**src/rtl/fft_butterfly_stage.sv**
```systemverilog
// Four-stage pipelined radix-2 DIT butterfly: A = a + w*b, B = a - w*b, Q2.10 twiddles.
// Optional macro FFT_BFLY_SCALE_EN halves every result (round half-up) before saturation.
module fft_butterfly_stage #(
  parameter int unsigned N  = 16,
  parameter int unsigned DW = 16,
  parameter int unsigned TW = 12
) (
  input  logic                        clk,
  input  logic                        rst,
  input  logic                        clear,
  input  logic                        inverse,
  input  logic                        tw_valid,
  input  logic [(N/2)*2*TW-1:0]       tw_bus,
  input  logic                        in_valid,
  output logic                        in_ready,
  input  logic [$clog2(N/2)-1:0]      tw_idx,
  input  logic [2*DW-1:0]             a_in,
  input  logic [2*DW-1:0]             b_in,
  output logic                        out_valid,
  input  logic                        out_ready,
  output logic [2*DW-1:0]             a_out,
  output logic [2*DW-1:0]             b_out,
  output logic                        stage_done,
  output logic                        ovf
);

  localparam int unsigned IW = $clog2(N/2);
  localparam int unsigned PW = DW + TW;
  localparam int unsigned SW = PW + 1;
  localparam int unsigned RW = DW + 2;
  localparam int unsigned AW = DW + 3;
  localparam int unsigned FB = TW - 2;

  localparam logic signed [TW-1:0] TwMin = {1'b1, {(TW-1){1'b0}}};
  localparam logic signed [TW-1:0] TwMax = {1'b0, {(TW-1){1'b1}}};
  localparam logic signed [SW-1:0] RndK  = SW'(2 ** (FB - 1));
  localparam logic signed [AW-1:0] SatHi = AW'(2 ** (DW - 1) - 1);
  localparam logic signed [AW-1:0] SatLo = ~SatHi;
  localparam logic [IW-1:0]        CntLast = IW'(N / 2 - 1);

  logic adv;
  logic accept;
  logic hs;

  assign adv      = !out_valid || out_ready;
  assign in_ready = adv && tw_valid && !clear;
  assign accept   = in_valid && in_ready;
  assign hs       = out_valid && out_ready;

  // Twiddle selection and conjugation
  logic [2*TW-1:0]       tw_word;
  logic signed [TW-1:0]  w_re;
  logic signed [TW-1:0]  w_im;
  logic signed [TW-1:0]  w_im_eff;

  always_comb begin
    tw_word = '0;
    for (int i = 0; i < int'(N / 2); i++) begin
      if (tw_idx == IW'(i)) begin
        tw_word = tw_bus[i*2*TW +: 2*TW];
      end
    end
  end

  assign w_re = tw_word[2*TW-1:TW];
  assign w_im = tw_word[TW-1:0];

  // -(-2.0) is not representable, so it clamps to the largest positive twiddle.
  always_comb begin
    w_im_eff = w_im;
    if (inverse) begin
      w_im_eff = (w_im == TwMin) ? TwMax : -w_im;
    end
  end

  // P1: operand and twiddle registers
  logic                  v1;
  logic signed [DW-1:0]  p1_ar, p1_ai, p1_br, p1_bi;
  logic signed [TW-1:0]  p1_wr, p1_wi;

  always_ff @(posedge clk or posedge rst) begin
    if (rst) begin
      v1    <= 1'b0;
      p1_ar <= '0;
      p1_ai <= '0;
      p1_br <= '0;
      p1_bi <= '0;
      p1_wr <= '0;
      p1_wi <= '0;
    end else if (clear) begin
      v1 <= 1'b0;
    end else if (adv) begin
      v1    <= accept;
      p1_ar <= a_in[2*DW-1:DW];
      p1_ai <= a_in[DW-1:0];
      p1_br <= b_in[2*DW-1:DW];
      p1_bi <= b_in[DW-1:0];
      p1_wr <= w_re;
      p1_wi <= w_im_eff;
    end
  end

  // P2: partial products
  logic                  v2;
  logic signed [DW-1:0]  p2_ar, p2_ai;
  logic signed [PW-1:0]  p2_rr, p2_ii, p2_ri, p2_ir;

  always_ff @(posedge clk or posedge rst) begin
    if (rst) begin
      v2    <= 1'b0;
      p2_ar <= '0;
      p2_ai <= '0;
      p2_rr <= '0;
      p2_ii <= '0;
      p2_ri <= '0;
      p2_ir <= '0;
    end else if (clear) begin
      v2 <= 1'b0;
    end else if (adv) begin
      v2    <= v1;
      p2_ar <= p1_ar;
      p2_ai <= p1_ai;
      p2_rr <= PW'(p1_br) * PW'(p1_wr);
      p2_ii <= PW'(p1_bi) * PW'(p1_wi);
      p2_ri <= PW'(p1_br) * PW'(p1_wi);
      p2_ir <= PW'(p1_bi) * PW'(p1_wr);
    end
  end

  // P3: complex product, rounded back to sample scale
  logic signed [SW-1:0]  pr_full, pi_full;
  logic signed [RW-1:0]  pr_rnd, pi_rnd;

  assign pr_full = SW'(p2_rr) - SW'(p2_ii);
  assign pi_full = SW'(p2_ri) + SW'(p2_ir);
  assign pr_rnd  = RW'((pr_full + RndK) >>> FB);
  assign pi_rnd  = RW'((pi_full + RndK) >>> FB);

  logic                  v3;
  logic signed [DW-1:0]  p3_ar, p3_ai;
  logic signed [RW-1:0]  p3_pr, p3_pi;

  always_ff @(posedge clk or posedge rst) begin
    if (rst) begin
      v3    <= 1'b0;
      p3_ar <= '0;
      p3_ai <= '0;
      p3_pr <= '0;
      p3_pi <= '0;
    end else if (clear) begin
      v3 <= 1'b0;
    end else if (adv) begin
      v3    <= v2;
      p3_ar <= p2_ar;
      p3_ai <= p2_ai;
      p3_pr <= pr_rnd;
      p3_pi <= pi_rnd;
    end
  end

  // P4: add/subtract, optional halving, saturation
  function automatic logic [DW:0] sat_fn(input logic signed [AW-1:0] x);
    if (x > SatHi) begin
      return {1'b1, SatHi[DW-1:0]};
    end else if (x < SatLo) begin
      return {1'b1, SatLo[DW-1:0]};
    end else begin
      return {1'b0, x[DW-1:0]};
    end
  endfunction

  logic signed [AW-1:0] r_ar, r_ai, r_br, r_bi;
  logic [DW:0]          s_ar, s_ai, s_br, s_bi;
  logic                 any_sat;

  always_comb begin
    r_ar = AW'(p3_ar) + AW'(p3_pr);
    r_ai = AW'(p3_ai) + AW'(p3_pi);
    r_br = AW'(p3_ar) - AW'(p3_pr);
    r_bi = AW'(p3_ai) - AW'(p3_pi);
`ifdef FFT_BFLY_SCALE_EN
    r_ar = (r_ar + AW'(1)) >>> 1;
    r_ai = (r_ai + AW'(1)) >>> 1;
    r_br = (r_br + AW'(1)) >>> 1;
    r_bi = (r_bi + AW'(1)) >>> 1;
`endif
    s_ar    = sat_fn(r_ar);
    s_ai    = sat_fn(r_ai);
    s_br    = sat_fn(r_br);
    s_bi    = sat_fn(r_bi);
    any_sat = s_ar[DW] || s_ai[DW] || s_br[DW] || s_bi[DW];
  end

  always_ff @(posedge clk or posedge rst) begin
    if (rst) begin
      out_valid <= 1'b0;
      a_out     <= '0;
      b_out     <= '0;
      ovf       <= 1'b0;
    end else if (clear) begin
      out_valid <= 1'b0;
      ovf       <= 1'b0;
    end else if (adv) begin
      out_valid <= v3;
      if (v3) begin
        a_out <= {s_ar[DW-1:0], s_ai[DW-1:0]};
        b_out <= {s_br[DW-1:0], s_bi[DW-1:0]};
        ovf   <= ovf || any_sat;
      end
    end
  end

  // Output handshake counter; a handshake coinciding with clear is dropped.
  logic [IW-1:0] cnt;

  always_ff @(posedge clk or posedge rst) begin
    if (rst) begin
      cnt        <= '0;
      stage_done <= 1'b0;
    end else if (clear) begin
      cnt        <= '0;
      stage_done <= 1'b0;
    end else begin
      stage_done <= hs && (cnt == CntLast);
      if (hs) begin
        cnt <= (cnt == CntLast) ? '0 : cnt + IW'(1);
      end
    end
  end

endmodule

```
**config.mk**
```make
export PLATFORM = sky130hd
export DESIGN_NAME = fft_butterfly_stage
export DESIGN_NICKNAME = d
export VERILOG_FILES = /design/src/rtl/fft_butterfly_stage.sv
export SDC_FILE = /design/constraint.sdc
export NUM_CORES = 2
export LEC_CHECK = 0
export ABC_AREA = 1
export CORE_AREA = 2 2 293 295
export DETAILED_ROUTE_END_ITERATION = 7
export DIE_AREA = 0 0 295 297
export PLACE_DENSITY = 0.82
export SLEW_MARGIN = 20
export SYNTH_ARGS = -nofsm -noshare
export SYNTH_HDL_FRONTEND = slang
export SYNTH_SLANG_ARGS = --single-unit
```
**constraint.sdc**
```tcl
create_clock -name clk -period 13.8 [get_ports clk]
set_clock_uncertainty 0.05 [all_clocks]
set_input_delay 1.38 -clock clk [delete_from_list [all_inputs] [get_ports clk]]
set_output_delay 1.38 -clock clk [all_outputs]
set_load 0.01 [all_outputs]
```
==> impl_metrics.toml <==
[place]
hpwl_mm = 117
portBuffers = 333
place_congestion = 1.00

[clock_network]
tritoncts = "done"
cts-root-buf = "clkbuf_16"
path_clk_slew_ns = 0.06
clockBufferDepth = 3
hold_buffers = 0
clkLatencyLatePin_ns = 0.62
post_cts_resized = 0
cts_setup_buffers = 0
htreeDepth = 2
cts_inserted_buffers = 43
cts_sinks = 373

[worst_setup_path]
path_max_fanout = 29
critPathLaunchType = "register"
arrival_ns = 7.20
cp_data_required_time_ns = 14.31
critical_path_class = "reg2reg"
cp-end-kind = "register"

[floorplan]
core_sq_um = 84500
dieWidth_um = 295
die_height_um = 297
ios = 334
dieArea_sq_um = 87600
std_cell_rows = 107
start_util_pct = 61.3

[synth]
synth_warnings = 0
synth_area_leader_cell = "fa_1"
syn-mean-instance-area_sq_um = 7.63
ys_seq_area_share_pct = 18.0
syn_nets = 8186
synth_edf_count = 0
synthCells = 6791
synth_ff_type = "dfrtp_1"
synth.distinct_cells = 57
async_reset_ff_share_pct = 100
ys_ff_latch = 373
syn-cell-area_sq_um = 51800
synth_area_leaders = "fa_1 28%, dfrtp_1 18%, nand2_1 14%"
netlist.area_leader.share_pct = 27.7

[flow_run]
max_cap_viol_count = 0

[global_route]
grt_pass1_wl_mm = 237
grt_max_degree = 152
grt_pass1_vias = 45900
track_usage_pct = 34.4
overflow = 0
antenna_found_initial = 5

[drt]
remaining_drc_errors = 0
vias = 44500
routed_wirelength_mm = 147
viasPerCell = 5.50
firstDrtPassIters = 7
antenna_left = 0
wl_per_cell_um = 18.1
drt_iter0_markers = 3323

[sta]
fin_crit_ns = 6.70
fin_setup_tns_ns = 0
slew_headroom_pct = 20.0
setup_viol_count_final = 0
tightest_slew_ns = 1.20
max_freq_mhz = 149
hold_violations = 0
rsz0062_at_grt = "false"
post-route-period-util_pct = 48.5
final_max_slew_viol_count = 0

[status]
outcome = "finished clean"

[layout]
fin_nets = 8309
final_common_cell = "nand2_1"
area_growth_syn_to_layout_pct = 10.4
fill_cells = 7076
final_cell_mix = "1935 x nand2_1, 1464 x inv_1, 716 x fa_1, 413 x ha_1, 368 x dfrtp_1"
drive_above_1_share_pct = 3.53

[min_path]
hold_path.class = "reg2reg"
-- layer usage --
layer	part of all wire [%]	vias to the layer above	global-route usage, %
met2	48	1856	58.5
met3	7.7	428	5.84
met4	6.2	2	18.0
met5	0.011	-	0
li1	-	20700	-
met1	38	21500	41.8
-- logic make-up after synthesis --
logic type / Yosys count / share of synthesized area [%]
AOI/OAI and AO/OA: 718 / 8.13
xor gates and xnor gates: 111 / 1.88
adders and majority gates: 1129 / 37.6
buffers and inverters: 1787 / 13.2
DFF: 373 / 18.0
and+or+nand+nor: 2673 / 21.1
-- worst max-delay path: stages, from the launching register on --
cell	delay, ns
dfrtp_1	0.55
clkinv_1	0.95
nor2_1	0.45
fa_1	0.49
fa_1	0.51
fa_1	0.44
fa_1	0.49
inv_1	0.05
fa_1	0.48
inv_1	0.04
ha_1	0.36
nand2_1	0.14
nor4_1	0.54
nand4_1	0.28
nand3_1	0.29
nand4_1	0.13
nand3b_1	0.12
or2_2	0.11
nand3_1	0.05
nand2_1	0.08
-- worst paths after layout --
kind | from | to | slack (ns) | cells after the start
min | p1_ar[12] | p1_ar[12] | 0.42 | 2
max | p1_wi[11] | p2_ri[26] | 7.10 | 19
min in group asynchronous | rst | a_out[20] | 1.17 | 2
min reg2reg | p1_ar[12] | p1_ar[12] | 0.42 | 2
max reg2reg | p1_wi[11] | p2_ri[26] | 7.10 | 19
max in group asynchronous | rst | p2_ir[12] | 10.47 | 4
-- cell type report --
type	instances	area (sq um)	area share (%)
inverters	1482	5580	9.76
well taps	1144	1430	2.50
clock buffers	56	1200	2.11
diodes	3	7.51	0.0131
flip-flops and latches	373	9340	16.3
multi-input cells	4631	35600	62.3
clock inverters	24	269	0.470
repair buffers	383	3730	6.52
-- state kept, by name (all words and copies together) (netlist names), 18 cells and up --
signal  count
b_out      32
p2_ri      28
p2_rr      28
a_out      32
p2_ir      28
p2_ii      28
p3_pi      18
p3_pr      18
-- cell usage after synthesis, types with 70 or more instances --
library cell,n
nand2_1,1935
inv_1,1465
fa_1,716
ha_1,413
dfrtp_1,373
nor2_1,306
o21ai_0,262
clkbuf_1,248
a21oi_1,227
nand3_1,212
xor2_1,77
nand4_1,70
-- per-stage QoR --
step                      cells  hold slack [ns]  setup slack, ns  utilization, %  area, sq um
after floorplan            6791            0.392             2.01               -        51800
after global placement     8012            0.404             7.60            65.9        55700
after detailed placement   8012            0.409             7.33            65.9        55700
after CTS                  8092            0.424             7.29            67.7        57200
after global routing       8096            0.436             6.73            67.7        57200
final                      8096            0.420             7.10            67.7        57200
Power is left out: the tool's default activity adds up to more than one toggle a clock period on the data nets, which glitch-free logic cannot reach.
